### config.mk
export PLATFORM = sky130hd
export DESIGN_NAME = sync_fifo_flags_flat
export DESIGN_NICKNAME = d
export VERILOG_FILES = /design/src/rtl/sync_fifo_flags_if.sv /design/src/rtl/sync_fifo_flags.sv /design/src/flat_wrapper.sv
export SDC_FILE = /design/constraint.sdc
export NUM_CORES = 1
export LEC_CHECK = 0
export ABC_AREA = 1
export BUFFER_PORTS_ARGS = -buffer_cell sky130_fd_sc_hd__buf_2
export CAP_MARGIN = 20
export CELL_PAD_IN_SITES_DETAIL_PLACEMENT = 1
export CELL_PAD_IN_SITES_GLOBAL_PLACEMENT = 1
export CORE_MARGIN = 5
export CORE_UTILIZATION = 29
export CTS_CLUSTER_SIZE = 40
export DETAILED_ROUTE_END_ITERATION = 10
export PLACE_DENSITY_LB_ADDON = 0.1
export SYNTH_ARGS = -nofsm -noshare
export SYNTH_HDL_FRONTEND = slang
export SYNTH_SLANG_ARGS = --single-unit
### constraint.sdc
create_clock -name clk -period 11.4 [get_ports clk]
set_input_delay 1.71 -clock clk [delete_from_list [all_inputs] [get_ports clk]]
set_output_delay 1.71 -clock clk [all_outputs]
set_load 0.05 [all_outputs]
### src/rtl/sync_fifo_flags_if.sv
// Bundles the producer/consumer-facing signals of sync_fifo_flags.
//
// Handshake: push and pop are requests. They are not valid/ready pairs.
// A push is accepted when the FIFO is not full, or when a pop is accepted in
// the same cycle. A pop is accepted when the FIFO is not empty. A rejected
// request raises the matching sticky error flag (overflow / underflow).
// data_valid marks the cycles in which data_out carries a popped word
// (standard mode) or the current head word (first-word-fall-through mode).
interface sync_fifo_flags_if #(
  parameter int WIDTH  = 64,
  parameter int ADDR_W = 4
);
  logic              push;
  logic              pop;
  logic              flush;
  logic              clr_err;
  logic [WIDTH-1:0]  data_in;
  logic [WIDTH-1:0]  data_out;
  logic              data_valid;
  logic [ADDR_W:0]   count;
  logic              fifo_full;
  logic              fifo_empty;
  logic              almost_full;
  logic              almost_empty;
  logic              overflow;
  logic              underflow;

  // Producer/consumer side: issues requests and observes status.
  modport master (
    output push, pop, flush, clr_err, data_in,
    input  data_out, data_valid, count, fifo_full, fifo_empty,
           almost_full, almost_empty, overflow, underflow
  );

  // FIFO side: services the requests and reports status.
  modport slave (
    input  push, pop, flush, clr_err, data_in,
    output data_out, data_valid, count, fifo_full, fifo_empty,
           almost_full, almost_empty, overflow, underflow
  );
endinterface

### src/rtl/sync_fifo_flags.sv
// Synchronous FIFO with a register-array memory and a full-range occupancy
// count. It provides almost-full/almost-empty thresholds, sticky
// overflow/underflow flags and a synchronous flush. The read path is either
// registered (FWFT=0) or first-word-fall-through (FWFT=1).
module sync_fifo_flags #(
  parameter int WIDTH    = 64,
  parameter int ADDR_W   = 4,
  parameter int AF_LEVEL = 12,
  parameter int AE_LEVEL = 4,
  parameter int FWFT     = 0
) (
  input  logic clk,
  input  logic rst,
  sync_fifo_flags_if.slave bus
);

  localparam int DEPTH = 1 << ADDR_W;
  localparam logic [ADDR_W:0] L_DEPTH = (ADDR_W+1)'(DEPTH);
  localparam logic [ADDR_W:0] L_AF    = (ADDR_W+1)'(AF_LEVEL);
  localparam logic [ADDR_W:0] L_AE    = (ADDR_W+1)'(AE_LEVEL);

  logic [WIDTH-1:0]  r_mem [DEPTH];
  logic [ADDR_W-1:0] r_wr_ptr;
  logic [ADDR_W-1:0] r_rd_ptr;
  logic [ADDR_W:0]   r_count;
  logic              r_overflow;
  logic              r_underflow;

  logic w_full;
  logic w_empty;
  logic w_rd_en;
  logic w_wr_en;
  logic w_ovf_evt;
  logic w_udf_evt;

  // Status flags decode straight from the registered count.
  always_comb begin
    w_full  = (r_count == L_DEPTH);
    w_empty = (r_count == '0);
  end

  // Accept/reject decisions. A flush swallows both requests without errors.
  // A pop accepted at full frees a slot, so a push in the same cycle is
  // accepted too.
  always_comb begin
    w_rd_en   = bus.pop & ~w_empty & ~bus.flush;
    w_wr_en   = bus.push & (~w_full | w_rd_en) & ~bus.flush;
    w_ovf_evt = bus.push & ~w_wr_en & ~bus.flush;
    w_udf_evt = bus.pop & ~w_rd_en & ~bus.flush;
  end

  // Pointer and occupancy bookkeeping. The count is one bit wider than the
  // pointers, so it spans 0..DEPTH without wrapping.
  always_ff @(posedge clk or posedge rst) begin
    if (rst) begin
      r_wr_ptr <= '0;
      r_rd_ptr <= '0;
      r_count  <= '0;
    end else if (bus.flush) begin
      r_wr_ptr <= '0;
      r_rd_ptr <= '0;
      r_count  <= '0;
    end else begin
      if (w_wr_en) r_wr_ptr <= r_wr_ptr + 1'b1;
      if (w_rd_en) r_rd_ptr <= r_rd_ptr + 1'b1;
      r_count <= r_count + (ADDR_W+1)'(w_wr_en) - (ADDR_W+1)'(w_rd_en);
    end
  end

  // Memory write. Contents are not reset. A same-cycle read of this entry
  // sees the old word.
  always_ff @(posedge clk) begin
    if (w_wr_en) r_mem[r_wr_ptr] <= bus.data_in;
  end

  // Sticky error flags. A new error wins over a clear in the same cycle.
  always_ff @(posedge clk or posedge rst) begin
    if (rst) begin
      r_overflow  <= 1'b0;
      r_underflow <= 1'b0;
    end else begin
      if (w_ovf_evt)        r_overflow  <= 1'b1;
      else if (bus.clr_err) r_overflow  <= 1'b0;
      if (w_udf_evt)        r_underflow <= 1'b1;
      else if (bus.clr_err) r_underflow <= 1'b0;
    end
  end

  generate
    if (FWFT == 0) begin : g_std_read
      logic [WIDTH-1:0] r_data_out;
      logic             r_data_valid;

      // Registered read: one cycle of latency after an accepted pop.
      always_ff @(posedge clk or posedge rst) begin
        if (rst) begin
          r_data_out   <= '0;
          r_data_valid <= 1'b0;
        end else begin
          if (w_rd_en) r_data_out <= r_mem[r_rd_ptr];
          r_data_valid <= w_rd_en;
        end
      end

      assign bus.data_out   = r_data_out;
      assign bus.data_valid = r_data_valid;
    end else begin : g_fwft_read
      // The head word is presented whenever the FIFO holds data.
      always_comb begin
        bus.data_out   = w_empty ? '0 : r_mem[r_rd_ptr];
        bus.data_valid = ~w_empty;
      end
    end
  endgenerate

  // Status outputs.
  always_comb begin
    bus.count        = r_count;
    bus.fifo_full    = w_full;
    bus.fifo_empty   = w_empty;
    bus.almost_full  = (r_count >= L_AF);
    bus.almost_empty = (r_count <= L_AE);
    bus.overflow     = r_overflow;
    bus.underflow    = r_underflow;
  end

endmodule

### src/flat_wrapper.sv
// flat-port wrapper written by rule: the top's interface ports become plain ports
module sync_fifo_flags_flat 
#(
  parameter int WIDTH    = 64,
  parameter int ADDR_W   = 4,
  parameter int AF_LEVEL = 12,
  parameter int AE_LEVEL = 4,
  parameter int FWFT     = 0
)
  (clk, rst, bus_push, bus_pop, bus_flush, bus_clr_err, bus_data_in, bus_data_out, bus_data_valid, bus_count, bus_fifo_full, bus_fifo_empty, bus_almost_full, bus_almost_empty, bus_overflow, bus_underflow);
  sync_fifo_flags_if #(.WIDTH(WIDTH), .ADDR_W(ADDR_W)) bus_i ();
  input  logic clk;
  input  logic rst;
  input wire logic [$bits(bus_i.push)-1:0] bus_push;
  input wire logic [$bits(bus_i.pop)-1:0] bus_pop;
  input wire logic [$bits(bus_i.flush)-1:0] bus_flush;
  input wire logic [$bits(bus_i.clr_err)-1:0] bus_clr_err;
  input wire logic [$bits(bus_i.data_in)-1:0] bus_data_in;
  output wire logic [$bits(bus_i.data_out)-1:0] bus_data_out;
  output wire logic [$bits(bus_i.data_valid)-1:0] bus_data_valid;
  output wire logic [$bits(bus_i.count)-1:0] bus_count;
  output wire logic [$bits(bus_i.fifo_full)-1:0] bus_fifo_full;
  output wire logic [$bits(bus_i.fifo_empty)-1:0] bus_fifo_empty;
  output wire logic [$bits(bus_i.almost_full)-1:0] bus_almost_full;
  output wire logic [$bits(bus_i.almost_empty)-1:0] bus_almost_empty;
  output wire logic [$bits(bus_i.overflow)-1:0] bus_overflow;
  output wire logic [$bits(bus_i.underflow)-1:0] bus_underflow;
  assign bus_i.push = bus_push;
  assign bus_i.pop = bus_pop;
  assign bus_i.flush = bus_flush;
  assign bus_i.clr_err = bus_clr_err;
  assign bus_i.data_in = bus_data_in;
  assign bus_data_out = bus_i.data_out;
  assign bus_data_valid = bus_i.data_valid;
  assign bus_count = bus_i.count;
  assign bus_fifo_full = bus_i.fifo_full;
  assign bus_fifo_empty = bus_i.fifo_empty;
  assign bus_almost_full = bus_i.almost_full;
  assign bus_almost_empty = bus_i.almost_empty;
  assign bus_overflow = bus_i.overflow;
  assign bus_underflow = bus_i.underflow;
  sync_fifo_flags #(.WIDTH(WIDTH), .ADDR_W(ADDR_W), .AF_LEVEL(AF_LEVEL), .AE_LEVEL(AE_LEVEL), .FWFT(FWFT)) u_core (.clk(clk), .rst(rst), .bus(bus_i));
endmodule
==> out/results.ini, run 1 <==
[min_path]
hold_depth=2
min_to=u_core.bus.data_out[43]
hold_class=flip-flop to flip-flop
hp-start=u_core.bus.data_out[43]

[clocking]
cts_inserted_buffers=131
ctsHoldBuffers=0
cts_tree=built
ctsResizeCount=0
htree_levels=4
clk_latency_ps=760
clk_pin_slew_ps=60
root_buffer=clkbuf_16
clock_sinks=1104
postCtsSetupBuffers=0
clock_path_buffers=3

[finish]
syn_to_final_growth_pct=14.3
nets=3955
drive_gt1_share_pct=10.2
stdcell_area_sq_mm=0.0510
num_antenna_cells=0
fin_util_pct=33.2

[critical_path]
r2r-start=u_core.r_rd_ptr[0]
critPathLaunch=u_core.r_rd_ptr[0]
cp_slowest_cell=dfrtp_4
worstReg2RegEnd=u_core.bus.data_out[20]
cp_common_cell=nand2_1
cpLargestDelayFamily=buffers and inverters
critPathMaxFanout=76
cp.required_ps=12080
reg2reg_slack_ps=7020
start_kind=flip-flop
max_stage_delay_ps=1030
crit_buf_inv=3
worst-endpoint-arrival_ps=5070
rr_worst_depth=11
path_cells=buf_4 -> buf_4 -> buf_4 -> nand2_1 -> nand3_1 -> nand3_1 -> nand2_1 -> nand2_1 -> nand2_1 -> nand2_1 -> nand2_1
path_class=flip-flop to flip-flop
end_kind=flip-flop

[floorplan]
start_util_pct=29.1
die_w_um=402
core_sq_mm=0.154
ios=146
num_rows=144
dieHeight_um=402
die_area_sq_mm=0.162

[synthesis]
synth_ff_type=edfxtp_1
syn_inst=3773
yosys_warnings=0
synth_area_per_cell_sq_um=11.8
ys_ff_latch=1104
ys_seq_area_share_pct=73.4
netlist-cell-type-count=27
synth_edf_count=1024
syn_nets=3859
syn_area_sq_mm=0.0446
synth-async-reset-ratio_pct=7.25

[route]
drcViolationCount=0
drt_iter0_markers=1628
wirelength_um=140000
routedWlPerCell_um=23.3
num_vias=28621
final_antenna_net_count=0
vias_per_cell=4.76
first_pass_iters=5

[sta]
slew_viol_final=0
rsz0062_at_grt=no
period_needed_ps=4380
tns_ps=0
maxSlewHeadroom_pct=6.77
hold_viol=0
fin_crit_sh_pct=38.4
finClkSkew_ps=29.1
setup_viol=0
fmax_ghz=0.228
worstMarginPinSlew_ps=1400

[pwr]
p_per_area_mw_per_mm2=224
cellLeakagePower_nw=18.9
vdd_drop_max_mv=0.197

[global_route]
grt_max_degree=292
grt_overflow=0
grt_usage_pct=17.2
first_global_vias=29634
grt_pass1_wl_um=208000
antenna_found_initial=9

[placed_design]
port_buffers=145
placed_area_sq_mm=0.0470
gp_congestion=0.686
dp.final_hpwl_um=73700

[flow_run]
maxCapViolCount=0

[status]
outcome=finished, final reports clean

==> per-stage QoR <==
step                      setup slack, ps  std cells  hold WS [ps]  power [W]
after floorplan                      4250       3773           536    0.00680
after global placement               6200       5779           460    0.00761
after detailed placement             6140       5780           463    0.00762
after CTS                            6820       6017           480     0.0117
after global routing                 6620       6017           497     0.0121
final                                7020       6017           475     0.0115
==> state kept, by name, summed over array words and instances (netlist names) <==
name                   flops
u_core.r_wr_ptr            4
u_core.bus.count           5
u_core.bus.overflow        1
u_core.r_mem            1024
u_core.bus.data_out       64
u_core.bus.data_valid      1
u_core.bus.underflow       1
u_core.r_rd_ptr            4
==> area by class of cell <==
class / instances / area (sq um)
clock buffer: 171 / 3570
clock inverter: 66 / 475
fill: 16612 / 102000
inverter: 30 / 159
multi-input combinational: 2407 / 10300
sequential: 1104 / 32800
tap: 2044 / 2560
timing repair buffer: 195 / 1140
==> synthesized netlist by cell type (2+ instances only) <==
master | number | area share (%)
nand3_1 | 779 | 8.7
buf_1 | 7 | 0.059
nand4_1 | 4 | 0.056
nand2_1 | 1561 | 13
nand2_2 | 4 | 0.056
inv_1 | 25 | 0.21
o21ai_0 | 5 | 0.056
buf_2 | 107 | 1.2
clkbuf_1 | 28 | 0.24
buf_6 | 41 | 1.0
xor2_1 | 3 | 0.059
edfxtp_1 | 1024 | 69
dfrtp_1 | 80 | 4.5
buf_4 | 48 | 0.81
nor3_1 | 9 | 0.10
ha_1 | 15 | 0.42
a21oi_1 | 4 | 0.045
inv_2 | 4 | 0.034
a32o_1 | 2 | 0.045
nor2_1 | 16 | 0.13
==> logic make-up after synthesis <==
group	count (synthesis)	share of synthesized area [%]
DFF	1104	73.4
adders and majority gates	16	0.466
xor gates and xnor gates	3	0.0589
and+or+nand+nor	2374	22.2
buffers and inverters	262	3.64
AOI/OAI and AO/OA	14	0.199
==> worst max path at each step <==
stage                         endpoint  slack, ps  cells past startpoint
3_3_place_gp       u_core.r_mem[7][24]       6200                      8
2_1_floorplan      u_core.r_mem[10][0]       4250                      4
3_5_place_dp       u_core.r_mem[7][20]       6140                      8
6_report       u_core.bus.data_out[20]       7020                     11
4_1_cts        u_core.bus.data_out[20]       6820                     11
5_1_grt        u_core.bus.data_out[20]       6620                     11
==> where the power goes <==
part / switching (W) / leakage, nW / internal (W)
logic: 0.00205 / 6.66 / 0.000655
clock network: 0.00169 / 2.00 / 0.00230
registers: 0.000147 / 10.2 / 0.00460
==> worst min-delay path, cell delays in order, from the launching register on <==
cell,delay [ps]
dfrtp_1,330
nand2_1,50
nand2_1,50
==> metal layers <==
metal	share of wire [%]	up-vias	track usage, %
li1	-	13282	-
met1	48	14743	24.4
met2	47	429	28.0
met3	3.0	165	2.62
met4	1.8	2	3.97
met5	0.010	-	0
==> placed cells by master, fill, tap and decap left out, drive strengths merged <==
master | netlist | final
nand3 | 779 | 779
nand4 | 4 | 4
bufinv | 0 | 4
clkinv | 0 | 56
clkbuf | 28 | 171
xor2 | 3 | 3
a31oi | 1 | 1
nor2 | 17 | 17
buf | 204 | 195
a32o | 2 | 2
nand2 | 1565 | 1565
o21ai | 5 | 5
o21bai | 1 | 1
inv | 30 | 36
dfrtp | 80 | 80
a221o | 1 | 1
edfxtp | 1024 | 1024
ha | 15 | 15
fa | 1 | 1
nor3 | 9 | 9
a21oi | 4 | 4
No activity file was read; power rests on OpenSTA's default activity.
==> run 2, diff against run 1 <==
--- a/config.mk
+++ b/config.mk
@@ -5,7 +5,7 @@
 export SDC_FILE = /design/constraint.sdc
 export NUM_CORES = 1
 export LEC_CHECK = 0
-export ABC_AREA = 1
+export ABC_AREA = 0
 export BUFFER_PORTS_ARGS = -buffer_cell sky130_fd_sc_hd__buf_2
 export CAP_MARGIN = 20
 export CELL_PAD_IN_SITES_DETAIL_PLACEMENT = 1
==> constraint.sdc (replaced) <==
create_clock -name clk -period 4.3 [get_ports clk]
set_input_delay 0.645 -clock clk [delete_from_list [all_inputs] [get_ports clk]]
set_output_delay 0.645 -clock clk [all_outputs]
set_load 0.05 [all_outputs]
==> run 2 against run 1 <==
Compared with the run above: routed wire length down 17%; sequential share of layout area up 1.8 points; area after synthesis down 5.5%; synthesized cell count down 44%; critical path type unchanged.
==> out/results.ini, run 2 <==
[status]
outcome=finished, final reports clean  ; unchanged

[critical_path]
crit_buf_inv=4  ; was 3
end_kind=flip-flop  ; unchanged
cp_common_cell=inv_1  ; was nand2_1
critPathMaxFanout=8  ; was 76
cp.required_ps=4950  ; was 12,080 ps
path_cells=inv_1 -> ha_1 -> or4b_1 -> nand2_4 -> inv_1 -> ha_1 -> inv_1 -> ha_1 -> inv_1 -> fa_1 -> nand2b_1 -> a21oi_1 -> o21ai_0 -> a21oi_1  ; was buf_4 -> buf_4 -> buf_4 -> nand2_1 -> nand3_1 -> nand3_1 -> nand2_1 -> nand2_1 -> nand2_1 -> nand2_1 -> nand2_1
max_stage_delay_ps=640  ; was 1030 ps
worst-endpoint-arrival_ps=3960  ; was 5070 ps
cpLargestDelayFamily=adder cells  ; was buffers and inverters
start_kind=flip-flop  ; unchanged
path_class=flip-flop to flip-flop  ; unchanged
cp_slowest_cell=or4b_1  ; was dfrtp_4

[global_route]
first_global_vias=23116  ; was 29.6k
grt_max_degree=84  ; was 292
antenna_found_initial=7  ; was 9
grt_pass1_wl_um=169000  ; was 208,000 um
grt_usage_pct=15.3  ; was 17.2%
grt_overflow=0  ; unchanged

[floorplan]
core_sq_mm=0.145  ; was 0.154 sq mm
dieHeight_um=391  ; was 402 um
ios=146  ; unchanged
start_util_pct=29.1  ; about the same
num_rows=140  ; was 144
die_area_sq_mm=0.153  ; was 0.162 sq mm
die_w_um=391  ; was 402 um

[synthesis]
synth_edf_count=1024  ; unchanged
netlist-cell-type-count=40  ; was 27
yosys_warnings=0  ; unchanged
synthTopCellsByArea=edfxtp_1 (73%), mux4_2 (6.8%), mux2i_1 (6.1%), dfrtp_1 (4.7%), a22oi_1 (2.4%)  ; was edfxtp_1 (69%), nand2_1 (13%), nand3_1 (8.7%), dfrtp_1 (4.5%), buf_2 (1.2%)
synth_top_area_share_pct=72.9  ; was 68.9%
syn_nets=2189  ; was 3,859
synth-async-reset-ratio_pct=7.25  ; unchanged
syn_inst=2103  ; was 3,773
ys_seq_area_share_pct=77.7  ; was 73.4%
synth.most_common_cell=edfxtp_1  ; was nand2_1
synth_ff_type=edfxtp_1  ; unchanged
synth_top_cell_by_area=edfxtp_1  ; unchanged
synth_area_per_cell_sq_um=20.0  ; was 11.8 sq um
ys_ff_latch=1104  ; unchanged
synth.cells.most_frequent=edfxtp_1 (1,024), mux2i_1 (257), a22oi_1 (132), nand3_1 (131), mux4_2 (128)  ; was nand2_1 (1,561), edfxtp_1 (1,024), nand3_1 (779), buf_2 (107), dfrtp_1 (80)
syn_area_sq_mm=0.0422  ; was 0.0446 sq mm

[sta]
period_needed_ps=3310  ; was 4380 ps
hold_viol=0  ; unchanged
setup_viol=0  ; unchanged
fmax_ghz=0.302  ; was 0.228 GHz
rsz0062_at_grt=no  ; unchanged
worstMarginPinSlew_ps=1000  ; was 1400 ps
finClkSkew_ps=16.9  ; was 29.1 ps
setup_slack_ps=988  ; was 7020 ps
fin_hold_ws_ps=32.7  ; was 475 ps
maxSlewHeadroom_pct=33.4  ; was 6.77%
fin_crit_sh_pct=77.0  ; was 38.4%
slew_viol_final=0  ; unchanged

[placed_design]
dp_cells=4109  ; was 5,780
port_buffers=145  ; unchanged
dp.final_hpwl_um=65200  ; was 73,700 um
placed_area_sq_mm=0.0456  ; was 0.0470 sq mm
place_worst_setup_slack_ps=869  ; was 6140 ps
gp_congestion=0.706  ; was 0.686

[clocking]
clock_sinks=1104  ; unchanged
htree_levels=4  ; unchanged
postCtsSetupBuffers=0  ; unchanged
clk_pin_slew_ps=60  ; about the same
root_buffer=clkbuf_16  ; unchanged
clock_path_buffers=3  ; unchanged
cts_inserted_buffers=130  ; was 131
ctsResizeCount=0  ; unchanged
ctsHoldBuffers=0  ; unchanged
clk_latency_ps=740  ; was 760 ps
cts_tree=built  ; unchanged

[pwr]
vdd_drop_max_mv=0.309  ; was 0.197 mV
cellLeakagePower_nw=15.4  ; was 18.9 nW
p_per_area_mw_per_mm2=543  ; was 224 mW/mm^2
power_w=0.0269  ; was 0.0115 W

[route]
final_antenna_net_count=0  ; unchanged
wirelength_um=116000  ; was 140,000 um
vias_per_cell=4.79  ; was 4.76
routedWlPerCell_um=26.8  ; was 23.3 um
num_vias=20786  ; was 28.6k
drt_iter0_markers=1429  ; was 1,628
first_pass_iters=5  ; unchanged
drcViolationCount=0  ; unchanged

[finish]
stdcell_area_sq_mm=0.0496  ; was 0.0510 sq mm
mostFrequentLayoutCells=edfxtp_1 (1,024), mux2i_1 (257), buf_2 (145)  ; was nand2_1 (1,561), edfxtp_1 (1,024), nand3_1 (779)
fin_cells=4340  ; was 6,017
drive_gt1_share_pct=24.2  ; was 10.2%
mostFrequentLayoutCell=edfxtp_1  ; was nand2_1
syn_to_final_growth_pct=17.6  ; was 14.3%
largest_reg_flops=1024  ; unchanged
nets=2410  ; was 3,955
fill_cells=14353  ; was 16.6k
largest_register=u_core.r_mem  ; unchanged

[flow_run]
maxCapViolCount=0  ; unchanged

[min_path]
hold_class=input pin to asynchronous set/reset pin  ; was flip-flop to flip-flop

run 2: final cells by class:
| cell class | count | area (sq um) | area share (%) |
|---|---|---|---|
| inverter | 18 | 70.1 | 0.141 |
| sequential | 1104 | 32800 | 66.1 |
| antenna | 2 | 5.00 | 0.0101 |
| timing repair buffer | 205 | 1480 | 2.98 |
| clock buffer | 198 | 3760 | 7.58 |
| clock inverter | 31 | 231 | 0.467 |
| tap | 1917 | 2400 | 4.84 |
| multi-input combinational | 865 | 8900 | 17.9 |
run 2: cell families (layout without fill, tap and decap cells):
family,Yosys count,after routing,synth area share (%)
AO/OA/AOI/OAI,205,205,4.34
XOR/XNOR,8,8,0.166
flip-flops,1104,1104,77.7
multiplexers,385,385,12.9
adder cells (fa/ha/maj),16,16,0.493
AND/OR/NAND/NOR,251,251,2.79
other,0,2,0
buffers and inverters,134,452,1.60
run 2: path summary, 6_finish.rpt:
kind,depth (start not counted),slack (ps),to,start
worst min-delay path,2,30,u_core.bus.data_out[11],rst
worst max-delay path,14,990,u_core.bus.count[4],u_core.bus.count[3]
min in group clk,2,140,u_core.bus.overflow,bus_clr_err
max in group asynchronous,3,3430,u_core.bus.data_out[34],rst
worst min register to register,2,480,u_core.bus.data_out[7],u_core.bus.data_out[7]
worst max register to register,14,990,u_core.bus.count[4],u_core.bus.count[3]
run 2: per-stage QoR:
stage / setup TNS, ps / util, %
CTS: 0 / 34.2
finish: 0 / 34.2
global placement: 0 / 31.4
global route: 0 / 34.2
detailed placement: 0 / 31.4
floorplan: -393610 / -
run 2: power by group:
part / internal, W / switching, W / leakage (nW)
registers: 0.0122 / 0.000350 / 10.2
logic: 0.00112 / 0.00290 / 3.27
clock network: 0.00617 / 0.00419 / 1.93
run 2: layer usage:
metal	wire, um	GRT usage (%)
met1	52700	20.6
met5	7	0
met3	3820	2.63
met2	57900	26.1
met4	1970	3.50
==> run 3, diff against run 2 <==
--- a/config.mk
+++ b/config.mk
@@ -5,7 +5,7 @@
 export SDC_FILE = /design/constraint.sdc
 export NUM_CORES = 1
 export LEC_CHECK = 0
-export ABC_AREA = 0
+export ABC_AREA = 1
 export BUFFER_PORTS_ARGS = -buffer_cell sky130_fd_sc_hd__buf_2
 export CAP_MARGIN = 20
 export CELL_PAD_IN_SITES_DETAIL_PLACEMENT = 1
==> constraint.sdc (replaced) <==
create_clock -name clk -period 3.2 [get_ports clk]
set_input_delay 0.48 -clock clk [delete_from_list [all_inputs] [get_ports clk]]
set_output_delay 0.48 -clock clk [all_outputs]
set_load 0.05 [all_outputs]
==> run 3 against run 2 <==
Compared with the run above: critical path depth shrank 4; worst setup slack got worse by 590 ps; worst hold slack better by 64 ps; final cell count rose by 40%; total power increased by 54%; sequential share of layout area down 3.2 points; die area is 5.7% higher; global-route usage grew 2.2 points; non-clock buffer count grew 35; via count increased by 39%; clock skew up 6.8 ps.
==> out/results.ini, run 3 (same netlist as run 1, synthesis figures left out) <==
[critical_path]
cp.required_ps=3640  ; was 4950 ps
cpLargestDelayFamily=simple AND/OR/NAND/NOR gates  ; was adder cells
critPathMaxFanout=17  ; was 8
path_cells=inv_2 -> ha_4 -> nand3_2 -> nand2_2 -> inv_2 -> nand2_4 -> nand2_4 -> nand3_1 -> nor2_4 -> buf_12  ; was inv_1 -> ha_1 -> or4b_1 -> nand2_4 -> inv_1 -> ha_1 -> inv_1 -> ha_1 -> inv_1 -> fa_1 -> nand2b_1 -> a21oi_1 -> o21ai_0 -> a21oi_1
cp_slowest_cell=nor2_4  ; was or4b_1
start_kind=flip-flop  ; unchanged
max_stage_delay_ps=720  ; was 640 ps
end_kind=flip-flop  ; unchanged
crit_buf_inv=3  ; was 4
path_class=flip-flop to flip-flop  ; unchanged
worst-endpoint-arrival_ps=3250  ; was 3960 ps

[finish]
syn_to_final_growth_pct=16.8  ; was 17.6%
nets=4004  ; was 2,410
mostFrequentLayoutCell=nand2_1  ; was edfxtp_1
largest_reg_flops=1024  ; unchanged
fin_util_pct=34.0  ; was 34.2%
drive_gt1_share_pct=11.2  ; was 24.2%
mostFrequentLayoutCells=nand2_1 (1,561), edfxtp_1 (1,024), nand3_1 (778)  ; was edfxtp_1 (1,024), mux2i_1 (257), buf_2 (145)
largest_register=u_core.r_mem  ; unchanged

[clocking]
htree_levels=4  ; unchanged
ctsResizeCount=0  ; unchanged
clock_sinks=1104  ; unchanged
clk_pin_slew_ps=60  ; about the same
clk_latency_ps=760  ; was 740 ps
root_buffer=clkbuf_16  ; unchanged
cts_inserted_buffers=135  ; was 130
ctsHoldBuffers=4  ; was 0
postCtsSetupBuffers=0  ; unchanged
clock_path_buffers=3  ; unchanged
cts_tree=built  ; unchanged

[sta]
maxSlewHeadroom_pct=37.1  ; was 33.4%
worstMarginPinSlew_ps=944  ; was 1000 ps
setup_slack_ps=397  ; was 988 ps
rsz0062_at_grt=no  ; unchanged
setup_viol=0  ; unchanged
hold_viol=0  ; unchanged
fmax_ghz=0.357  ; was 0.302 GHz
fin_crit_sh_pct=87.6  ; was 77.0%
fin_hold_ws_ps=97.2  ; was 32.7 ps
finClkSkew_ps=23.6  ; was 16.9 ps
slew_viol_final=0  ; unchanged
period_needed_ps=2800  ; was 3310 ps

[route]
vias_per_cell=4.75  ; was 4.79
met3WireLength_um=5020  ; was 3820 um
wirelength_um=143000  ; was 116,000 um
routed.top_layer=met5  ; unchanged
first_pass_iters=5  ; unchanged
wl_met1_um=68300  ; was 52,700 um
drt_iter0_markers=1726  ; was 1,429
routedWlPerCell_um=23.6  ; was 26.8 um
drcViolationCount=0  ; unchanged
num_vias=28802  ; was 20.8k
final_antenna_net_count=0  ; unchanged
wl_met2_um=67700  ; was 57,900 um

[global_route]
grt_overflow=0  ; unchanged
first_global_vias=30257  ; was 23.1k
grt_max_degree=121  ; was 84
antenna_found_initial=7  ; unchanged
grt_usage_pct=17.5  ; was 15.3%
grt_pass1_wl_um=212000  ; was 169,000 um

[floorplan]
dieHeight_um=402  ; was 391 um
ios=146  ; unchanged
start_util_pct=29.1  ; about the same
num_rows=144  ; was 140
core_sq_mm=0.154  ; was 0.145 sq mm
die_w_um=402  ; was 391 um
die_area_sq_mm=0.162  ; was 0.153 sq mm

[status]
outcome=finished, final reports clean  ; unchanged

[placed_design]
place_worst_setup_slack_ps=365  ; was 869 ps
dp.final_hpwl_um=77500  ; was 65,200 um
gp_congestion=0.701  ; was 0.706
port_buffers=145  ; unchanged

[min_path]
hold_class=input pin to flip-flop  ; was input pin to asynchronous set/reset pin

[pwr]
cellLeakagePower_nw=19.4  ; was 15.4 nW
p_per_area_mw_per_mm2=796  ; was 543 mW/mm^2
vdd_drop_max_mv=0.607  ; was 0.309 mV

[flow_run]
maxCapViolCount=0  ; unchanged

## run 3: cell count changes in the layout (fill, tap and decap cells not counted), sizes merged, moves of 4 or more
| cell | before | now |
|---|---|---|
| buf | 205 | 236 |
| nand3 | 131 | 779 |
| clkbuf | 198 | 191 |
| inv | 22 | 35 |
| nor2b | 5 | 0 |
| mux4 | 128 | 0 |
| nand4 | 0 | 4 |
| nor3 | 0 | 9 |
| nand2 | 73 | 1565 |
| mux2i | 257 | 0 |
| a22oi | 192 | 0 |
| nor2 | 29 | 17 |
| dlygate4sd3 | 0 | 4 |
| clkinv | 22 | 43 |
## run 3: stage by stage
step,instance area [sq um],setup TNS (ps),power (W),std cells
floorplan,44800,-223490,0.0243,3773
global placement,47900,0,0.0276,5821
detailed placement,47900,0,0.0276,5821
CTS,52100,0,0.0423,6066
global route,52100,0,0.0438,6066
finish,52100,0,0.0415,6069
## run 3: worst register-to-register path: stages (launching register included)
cell and delay [ps]:
dfrtp_2 420, inv_2 70, ha_4 160, nand3_2 80, nand2_2 80, inv_2 100
nand2_4 80, nand2_4 110, nand3_1 370, nor2_4 720, buf_12 280
## run 3: path summary, 6_finish.rpt
path,start,end,slack (ps),depth (start not counted)
max,u_core.bus.count[2],u_core.r_mem[11][38],400,10
min,bus_push,u_core.r_wr_ptr[3],100,3
max reg2reg,u_core.bus.count[2],u_core.r_mem[11][38],400,10
min reg2reg,u_core.bus.data_out[20],u_core.bus.data_out[20],470,2
max in group asynchronous,rst,u_core.bus.data_out[47],2350,4
min in group asynchronous,rst,u_core.bus.data_out[24],130,3
## run 3: cell type report
cell class	count	area (sq um)
fillers	16567	101000
well taps	2044	2560
clock inverters	50	325
flip-flops and latches	1104	32800
repair buffers	240	2050
diodes	3	7.51
clock buffers	191	3820
inverters	30	159
multi-input cells	2407	10400
## run 3: power by group
group          total [W]  internal, W  switching (W)
combinational     0.0102      0.00259        0.00761
sequential        0.0168       0.0164       0.000376
clock             0.0145      0.00846        0.00607
## run 3: metal layers
metal | up-vias | GRT usage, %
li1 | 13389 | -
met1 | 14799 | 24.5
met2 | 454 | 28.8
met3 | 154 | 2.82
met4 | 6 | 4.01
met5 | - | 0
